File: src/rtl/wb_mst_ctrl_if.sv
// Wishbone classic bus between wb_mst_ctrl and a single slave.
interface wb_mst_ctrl_if;
    logic [31:0] adr;
    logic [31:0] dout;
    logic [31:0] din;
    logic [3:0]  sel;
    logic        cyc;
    logic        stb;
    logic        we;
    logic        ack;
    logic        err;
    logic        rty;

    modport master (
        output adr, dout, sel, cyc, stb, we,
        input  din, ack, err, rty
    );

    modport slave (
        input  adr, dout, sel, cyc, stb, we,
        output din, ack, err, rty
    );
endinterface

File: src/rtl/wb_mst_ctrl.sv
// Wishbone burst master: runs one read or write burst per command, with
// per-word retry, bus error abort and no-response timeout.
module wb_mst_ctrl #(
    parameter int unsigned TO_CYC  = 255,
    parameter int unsigned MAX_RTY = 3,
    parameter int unsigned RTY_GAP = 2
) (
    input  logic        clk,
    input  logic        rst,
    input  logic        cmd_valid,
    output logic        cmd_ready,
    input  logic        cmd_we,
    input  logic [31:0] cmd_adr,
    input  logic [3:0]  cmd_sel,
    input  logic [3:0]  cmd_len,
    input  logic [31:0] wd_dat,
    output logic        wd_next,
    output logic        rsp_valid,
    output logic [31:0] rsp_dat,
    output logic        done,
    output logic [1:0]  status,
    output logic [4:0]  wcnt,
    wb_mst_ctrl_if.master wb
);

    localparam int unsigned TO_W     = 10;
    localparam int unsigned RTY_W    = $clog2(MAX_RTY + 1) + 1;
    localparam int unsigned GAP_W    = $clog2(RTY_GAP + 1) + 1;
    localparam int unsigned GAP_LAST = (RTY_GAP > 0) ? RTY_GAP - 1 : 0;

    localparam logic [1:0] ST_OK  = 2'b00;
    localparam logic [1:0] ST_ERR = 2'b01;
    localparam logic [1:0] ST_RTY = 2'b10;
    localparam logic [1:0] ST_TO  = 2'b11;

    typedef enum logic [1:0] {IDLE, BUS, GAP, DONE} state_t;

    state_t             state;
    logic [31:0]        adr_q;
    logic               cyc_q;
    logic               we_q;
    logic [3:0]         sel_q;
    logic [3:0]         len_q;
    logic [TO_W-1:0]    to_cnt;
    logic [RTY_W-1:0]   rty_cnt;
    logic [GAP_W-1:0]   gap_cnt;

    // cyc and stb always move together for this single-slave master
    assign wb.adr  = adr_q;
    assign wb.cyc  = cyc_q;
    assign wb.stb  = cyc_q;
    assign wb.we   = we_q;
    assign wb.sel  = sel_q;
    // write data follows the producer so back-to-back acks see the next word
    assign wb.dout = (cyc_q && we_q) ? wd_dat : 32'd0;

    always_ff @(posedge clk or negedge rst) begin
        if (!rst) begin
            state     <= IDLE;
            adr_q     <= 32'd0;
            cyc_q     <= 1'b0;
            we_q      <= 1'b0;
            sel_q     <= 4'd0;
            len_q     <= 4'd0;
            to_cnt    <= '0;
            rty_cnt   <= '0;
            gap_cnt   <= '0;
            cmd_ready <= 1'b0;
            wd_next   <= 1'b0;
            rsp_valid <= 1'b0;
            rsp_dat   <= 32'd0;
            done      <= 1'b0;
            status    <= ST_OK;
            wcnt      <= 5'd0;
        end else begin
            wd_next   <= 1'b0;
            rsp_valid <= 1'b0;
            done      <= 1'b0;

            case (state)
                IDLE: begin
                    cmd_ready <= 1'b1;
                    if (cmd_valid && cmd_ready) begin
                        cmd_ready <= 1'b0;
                        we_q      <= cmd_we;
                        adr_q     <= cmd_adr;
                        sel_q     <= cmd_sel;
                        len_q     <= cmd_len;
                        wcnt      <= 5'd0;
                        status    <= ST_OK;
                        rty_cnt   <= '0;
                        to_cnt    <= '0;
                        cyc_q     <= 1'b1;
                        state     <= BUS;
                    end
                end

                BUS: begin
                    if (cyc_q && wb.err) begin
                        cyc_q  <= 1'b0;
                        status <= ST_ERR;
                        done   <= 1'b1;
                        state  <= DONE;
                    end else if (cyc_q && wb.rty) begin
                        to_cnt <= '0;
                        cyc_q  <= 1'b0;
                        if (rty_cnt == RTY_W'(MAX_RTY)) begin
                            status <= ST_RTY;
                            done   <= 1'b1;
                            state  <= DONE;
                        end else begin
                            rty_cnt <= rty_cnt + RTY_W'(1);
                            gap_cnt <= '0;
                            state   <= GAP;
                        end
                    end else if (cyc_q && wb.ack) begin
                        adr_q   <= adr_q + 32'd4;
                        wcnt    <= wcnt + 5'd1;
                        rty_cnt <= '0;
                        to_cnt  <= '0;
                        if (we_q) begin
                            wd_next <= 1'b1;
                        end else begin
                            rsp_valid <= 1'b1;
                            rsp_dat   <= wb.din;
                        end
                        if (wcnt == {1'b0, len_q}) begin
                            cyc_q  <= 1'b0;
                            status <= ST_OK;
                            done   <= 1'b1;
                            state  <= DONE;
                        end
                    end else if (to_cnt == TO_W'(TO_CYC - 1)) begin
                        cyc_q  <= 1'b0;
                        status <= ST_TO;
                        done   <= 1'b1;
                        state  <= DONE;
                    end else begin
                        to_cnt <= to_cnt + TO_W'(1);
                    end
                end

                // bus released between a retry and its reissue
                GAP: begin
                    if (gap_cnt == GAP_W'(GAP_LAST)) begin
                        cyc_q <= 1'b1;
                        state <= BUS;
                    end else begin
                        gap_cnt <= gap_cnt + GAP_W'(1);
                    end
                end

                DONE: begin
                    cmd_ready <= 1'b1;
                    state     <= IDLE;
                end

                default: state <= IDLE;
            endcase
        end
    end

endmodule

File: src/flat_wrapper.sv
// flat-port wrapper written by rule: the top's interface ports become plain ports
module wb_mst_ctrl_flat 
#(
    parameter int unsigned TO_CYC  = 255,
    parameter int unsigned MAX_RTY = 3,
    parameter int unsigned RTY_GAP = 2
)
  (clk, rst, cmd_valid, cmd_ready, cmd_we, cmd_adr, cmd_sel, cmd_len, wd_dat, wd_next, rsp_valid, rsp_dat, done, status, wcnt, wb_adr, wb_dout, wb_sel, wb_cyc, wb_stb, wb_we, wb_din, wb_ack, wb_err, wb_rty);
  wb_mst_ctrl_if wb_i ();
  input  logic clk;
  input  logic rst;
  input  logic cmd_valid;
  output logic cmd_ready;
  input  logic cmd_we;
  input  logic [31:0] cmd_adr;
  input  logic [3:0] cmd_sel;
  input  logic [3:0] cmd_len;
  input  logic [31:0] wd_dat;
  output logic wd_next;
  output logic rsp_valid;
  output logic [31:0] rsp_dat;
  output logic done;
  output logic [1:0] status;
  output logic [4:0] wcnt;
  output wire logic [$bits(wb_i.adr)-1:0] wb_adr;
  output wire logic [$bits(wb_i.dout)-1:0] wb_dout;
  output wire logic [$bits(wb_i.sel)-1:0] wb_sel;
  output wire logic [$bits(wb_i.cyc)-1:0] wb_cyc;
  output wire logic [$bits(wb_i.stb)-1:0] wb_stb;
  output wire logic [$bits(wb_i.we)-1:0] wb_we;
  input wire logic [$bits(wb_i.din)-1:0] wb_din;
  input wire logic [$bits(wb_i.ack)-1:0] wb_ack;
  input wire logic [$bits(wb_i.err)-1:0] wb_err;
  input wire logic [$bits(wb_i.rty)-1:0] wb_rty;
  assign wb_adr = wb_i.adr;
  assign wb_dout = wb_i.dout;
  assign wb_sel = wb_i.sel;
  assign wb_cyc = wb_i.cyc;
  assign wb_stb = wb_i.stb;
  assign wb_we = wb_i.we;
  assign wb_i.din = wb_din;
  assign wb_i.ack = wb_ack;
  assign wb_i.err = wb_err;
  assign wb_i.rty = wb_rty;
  wb_mst_ctrl #(.TO_CYC(TO_CYC), .MAX_RTY(MAX_RTY), .RTY_GAP(RTY_GAP)) u_core (.clk(clk), .rst(rst), .cmd_valid(cmd_valid), .cmd_ready(cmd_ready), .cmd_we(cmd_we), .cmd_adr(cmd_adr), .cmd_sel(cmd_sel), .cmd_len(cmd_len), .wd_dat(wd_dat), .wd_next(wd_next), .rsp_valid(rsp_valid), .rsp_dat(rsp_dat), .done(done), .status(status), .wcnt(wcnt), .wb(wb_i));
endmodule
File: config.mk
export PLATFORM = sky130hd
export DESIGN_NAME = wb_mst_ctrl_flat
export DESIGN_NICKNAME = d
export VERILOG_FILES = /design/src/rtl/wb_mst_ctrl_if.sv /design/src/rtl/wb_mst_ctrl.sv /design/src/flat_wrapper.sv
export SDC_FILE = /design/constraint.sdc
export NUM_CORES = 1
export LEC_CHECK = 0
export ABC_AREA = 1
export CORE_UTILIZATION = 45
export DETAILED_ROUTE_END_ITERATION = 8
export PLACE_DENSITY = 0.8
export SLEW_MARGIN = 20
export SYNTH_ARGS = -nofsm -noshare
export SYNTH_HDL_FRONTEND = slang
export SYNTH_SLANG_ARGS = --single-unit
File: constraint.sdc
create_clock -name clk -period 4.18 [get_ports clk]
set_input_delay 1.254 -clock clk [delete_from_list [all_inputs] [get_ports clk]]
set_output_delay 1.254 -clock clk [all_outputs]
set_load 0.05 [all_outputs]
# After elaboration in Yosys (flattened, before gate mapping)
# Cells that the tools add are included.
# Widths: inputs -> output; s select.
[word_totals] register_bits=103 inputBits=111 wordCells=135
[op_classes] addsub=5 eq_ne=21 mux=71 n_bitwise=3 n_reduce_logical=19
[op_table] operator="$mux 32" n=5
[op_table] operator="$pmux 32 s2" n=1
[op_table] operator="$mux 10" n=5
[op_table] operator="$add 32x3->32 const B" n=1
[op_table] operator="$reduce_and 5->1" n=6
[op_table] operator="$mux 3" n=9
[op_table] operator="$mux 1" n=26
[op_table] operator="$mux 2" n=13
[op_table] operator="$mux 5" n=4
[op_table] operator="$pmux 10 s2" n=1
[op_table] operator="$pmux 3 s2" n=2
[op_table] operator="$add 10x1->10 const B" n=1
[op_table] operator="$eq 10x8->1 const B" n=1
[op_table] operator="$pmux 5 s2" n=1
[op_table] operator="$ne 2x1->1 const B" n=4
[op_table] operator="$ne 2x2->1 const B" n=4
[op_table] operator="$pmux 2 s4" n=1
[op_table] operator="$reduce_and 4->1" n=2
[op_table] operator="$add 3x1->3 const B" n=2
[op_table] operator="$reduce_bool 2->1" n=3
[op_table] operator="$add 5x1->5 const B" n=1
[op_table] operator="$eq 5x4->1" n=1
[op_table] operator="$logic_and 1x1->1" n=5
[op_table] operator="$ne 5x1->1 const B" n=1
[op_table] operator="other kinds (16)" n=19

# Depth between registers and ports, before layout
[depth] ltp_word=6 mapped_depth=12

# Worst setup path before layout
# OpenSTA, ideal clock, no wires.
[synth_path] path_kind="input port to output port" from="input wd_dat[0]" to="output wb_dout[0]" arrival_ps=1932 slack_ps=994 path_stages=2 path_buffers=0 path_cell_list="inv_1 -> nor2_1"
[synth_via] elab_chain_cells=1
[synth_lines] item="start, declared" line_no="flat_wrapper.sv:18" source="input logic [31:0] wd_dat;"
[synth_lines] item="$mux 32" line_no="wb_mst_ctrl.sv:55" source="assign wb.dout = (cyc_q && we_q) ? wd_dat : 32'd0;"
[synth_lines] item="end, declared" line_no="flat_wrapper.sv:26" source="output wire logic [$bits(wb_i.dout)-1:0] wb_dout;"
# Every way passes these cells.

# Worst setup path in the final report
[layout_path] from="input wd_dat[6]" to="output wb_dout[6]"
# The elaborated chain is that of the path after synthesis.

==> flow_metrics.env <==
export IMPL_outcome="finished, final reports clean"
export IMPL_fin_crit_ps=3431
export IMPL_yosys_top_cells_area="dfrtp_1, nand2_1, nor2_1"
export IMPL_pwr_density_cell_mw_per_mm2=789.9
export IMPL_timing_final_max_slew_violations=0
export IMPL_grt_max_degree=65
export IMPL_hp_start="u_core.rsp_dat[1]$_DFFE_PN0P_"
export IMPL_yosysTopAreaCellShare_pct=43.63
export IMPL_ctsLongestPathBuffers=2
export IMPL_ff_latch_area_mm2=0.002577
export IMPL_synth_top_cell_by_area="dfrtp_1"
export IMPL_grt_busiest_layer="met2"
export IMPL_viasPerCell=4.988
export IMPL_worstMarginPinSlew_ps=749.6
export IMPL_finalClockSkew_ps=7.755
export IMPL_vdd_ir_drop_worst_mv=0.3925
export IMPL_die_area_mm2=0.01359
export IMPL_hp_class="reg2reg"
export IMPL_grt_total_usage_pct=26.86
export IMPL_top_level_ports=225
export IMPL_hpwl_um=13220
export IMPL_grt_first_pass_wirelength_um=28290
export IMPL_critical_path_cell_chain="clkdlybuf4s50_1 > inv_1 > nor2_1 > buf_4"
export IMPL_htree_num_levels=3
export IMPL_drt_iter0_drc=454
export IMPL_p_sw_mw=3.603
export IMPL_postSynthAreaPerCell_um2=6.845
export IMPL_fmax_mhz=291.5
export IMPL_core_region_area_mm2=0.01272
export IMPL_async_reset_ff_share_pct=100.0
export IMPL_fin_crit_sh_pct=82.08
export IMPL_multi_input_area_mm2=0.002848
export IMPL_r2r_slack_ps=1580
export IMPL_min_delay_path_depth=2
export IMPL_cts_buffers=9
export IMPL_path_max_fanout=1
export IMPL_ys_types=33
export IMPL_rsz0062_at_grt="false"
export IMPL_pwr_share_seq_pct=26.6
export IMPL_num_rows=41
export IMPL_rr_startpoint="u_core.state[1]$_DFFE_PN0P_"
export IMPL_drive_gt1_share_pct=6.111
export IMPL_hold_violations=0
export IMPL_reg2reg_to="u_core.wb.adr[15]$_DFFE_PN0P_"
export IMPL_drc=0
export IMPL_grt_met1_usage_pct=34.15
export IMPL_max_cap_violations=0
export IMPL_die_h_um=116.6
export IMPL_cts_setup_buffers=0
export IMPL_yosysSeqAreaShare_pct=43.63
export IMPL_synth_edf_count=0
export IMPL_fin_nets=1199
export IMPL_cts_tree="done"
export IMPL_initial_utilization_pct=46.43
export IMPL_path_class="in2out"
export IMPL_swShare_pct=53.72
export IMPL_antenna_diode_count=0
export IMPL_clkTransAtPathRegs_ps=70
export IMPL_leakage_nw=4.111
export IMPL_end_kind="primary output"
export IMPL_nFillCells=1134
export IMPL_combPwrFrac_pct=60.8
export IMPL_clkSinkCount=103
export IMPL_finalPower_mw=6.707
export IMPL_synth_most_common_cell="nand2_1"
export IMPL_pwr_share_clk_pct=12.6
export IMPL_grt_pass1_vias=5747
export IMPL_synth_area_mm2=0.005907
export IMPL_yosysWarnings=0
export IMPL_holdBufCountCts=0
export IMPL_syn_to_final_growth_pct=43.74
export IMPL_syn_inst=863
export IMPL_antenna_found_initial=0
export IMPL_holdPathEnd="u_core.rsp_dat[1]$_DFFE_PN0P_"
export IMPL_critPathArrivalTime_ps=2180
export IMPL_fp_dieW_um=116.6
export IMPL_ant_nets=0
export IMPL_start_kind="primary input"
export IMPL_setup_viol=0
export IMPL_grt_util_met2_pct=44.06
export IMPL_grtUsageMet3_pct=6.954
export IMPL_dr_pass1_iters=5
export IMPL_wl_per_cell_um=14.24
export IMPL_critPathMaxStageDelay_ps=460
export IMPL_num_vias=6245
export IMPL_slew_headroom_pct=49.97
export IMPL_synthFlopType="dfrtp_1"
export IMPL_cpMaxStageDelayCell="clkdlybuf4s50_1"
export IMPL_wirelength_um=17830
export IMPL_gp_congestion=0.9617
export IMPL_io_buffer_count=224
export IMPL_grt_overflow=0
export IMPL_synth_nets=986
export IMPL_cts_resized=0
export IMPL_reg2reg_depth=9
export IMPL_cp_required_ps=2930
export IMPL_tns_ps=0
export IMPL_internal_power_mw=3.104
export IMPL_synth_common_cells="nand2_1, nor2_1, dfrtp_1, inv_1"
export IMPL_ys_ff_latch=103
export IMPL_clk_latency_ps=360
export IMPL_root_buffer="clkbuf_16"
-- state kept, by name, indices dropped and copies added (netlist names) --
| signal | count |
|---|---|
| u_core.cmd_ready | 1 |
| u_core.done | 1 |
| u_core.gap_cnt | 3 |
| u_core.len_q | 4 |
| u_core.rsp_dat | 32 |
| u_core.rsp_valid | 1 |
| u_core.rty_cnt | 3 |
| u_core.state | 2 |
| u_core.status | 2 |
| u_core.to_cnt | 10 |
| u_core.wb.adr | 32 |
| u_core.wb.cyc | 1 |
| u_core.wb.sel | 4 |
| u_core.wb.we | 1 |
| u_core.wcnt | 5 |
| u_core.wd_next | 1 |
-- worst max-delay path by stage --
stage | endpoint | from | depth (start not counted)
final | wb_dout[6] | wd_dat[6] | 4
after global routing | wb_dout[6] | wd_dat[6] | 4
after CTS | wb_dout[15] | wd_dat[15] | 4
after detailed placement | wb_dout[15] | wd_dat[15] | 4
after global placement | wb_dout[6] | wd_dat[6] | 4
after floorplan | wb_dout[0] | wd_dat[0] | 2
-- layout by cell type, fill, tap and decap left out, types with 11 or more instances in the layout --
cell type / synthesis / routed
nand2_1: 309 / 309
clkdlybuf4s50_1: 0 / 191
nor2_1: 137 / 137
dfrtp_1: 103 / 103
inv_1: 90 / 90
o21ai_0: 48 / 48
nand3_1: 48 / 48
buf_4: 5 / 37
a21oi_1: 30 / 30
ha_1: 12 / 11
-- power by group through the flow --
stage	Clock, mW	Sequential, mW	Combinational, mW
final	0.848	1.78	4.07
after global routing	0.901	1.84	4.43
after CTS	0.868	1.78	4.09
after detailed placement	0	1.79	4.06
after global placement	0	1.78	4.01
after floorplan	0	2.80	1.74
-- metal layers --
layer | vias up | wire (um)
met5 | - | 0
met1 | 2846 | 7389
met4 | 0 | 468
li1 | 3116 | -
met2 | 243 | 8647
met3 | 40 | 1326
-- kinds of logic (layout without fill, tap and decap cells) --
family | count (synthesis) | count (layout) | synth area share (%)
buffers and inverters | 120 | 337 | 8.198
xor gates and xnor gates | 3 | 3 | 0.4449
adders and majority gates | 12 | 12 | 2.542
AOI/OAI and AO/OA | 95 | 95 | 8.600
DFF | 103 | 103 | 43.63
and+or+nand+nor | 530 | 530 | 36.58
-- cell type report --
type / count / share of cell area, %
clock buffer: 9 / 2.653
clock inverter: 6 / 0.7810
inverter: 93 / 4.111
multi-input combinational: 640 / 33.54
sequential: 103 / 30.36
tap: 172 / 2.535
timing repair buffer: 229 / 26.02
-- metrics by stage --
step	utilization [%]	instances	hold WS [ps]	worst slack (ps)	instance area, um2
3_3_place_gp	64.45	1237	452.7	771.8	8199
4_1_cts	66.74	1252	475.2	751.8	8491
3_5_place_dp	64.45	1237	457.4	764.6	8199
2_1_floorplan	-	863	453.0	993.8	5907
5_1_grt	66.74	1252	505.5	731.7	8491
6_report	66.74	1252	471.1	749.0	8491
-- critical path: cells and delay by family --
family | cells | cell delay [ps]
buffers and inverters | 3 | 740
and+or+nand+nor | 1 | 180
Power figures use the tool's default switching activity.
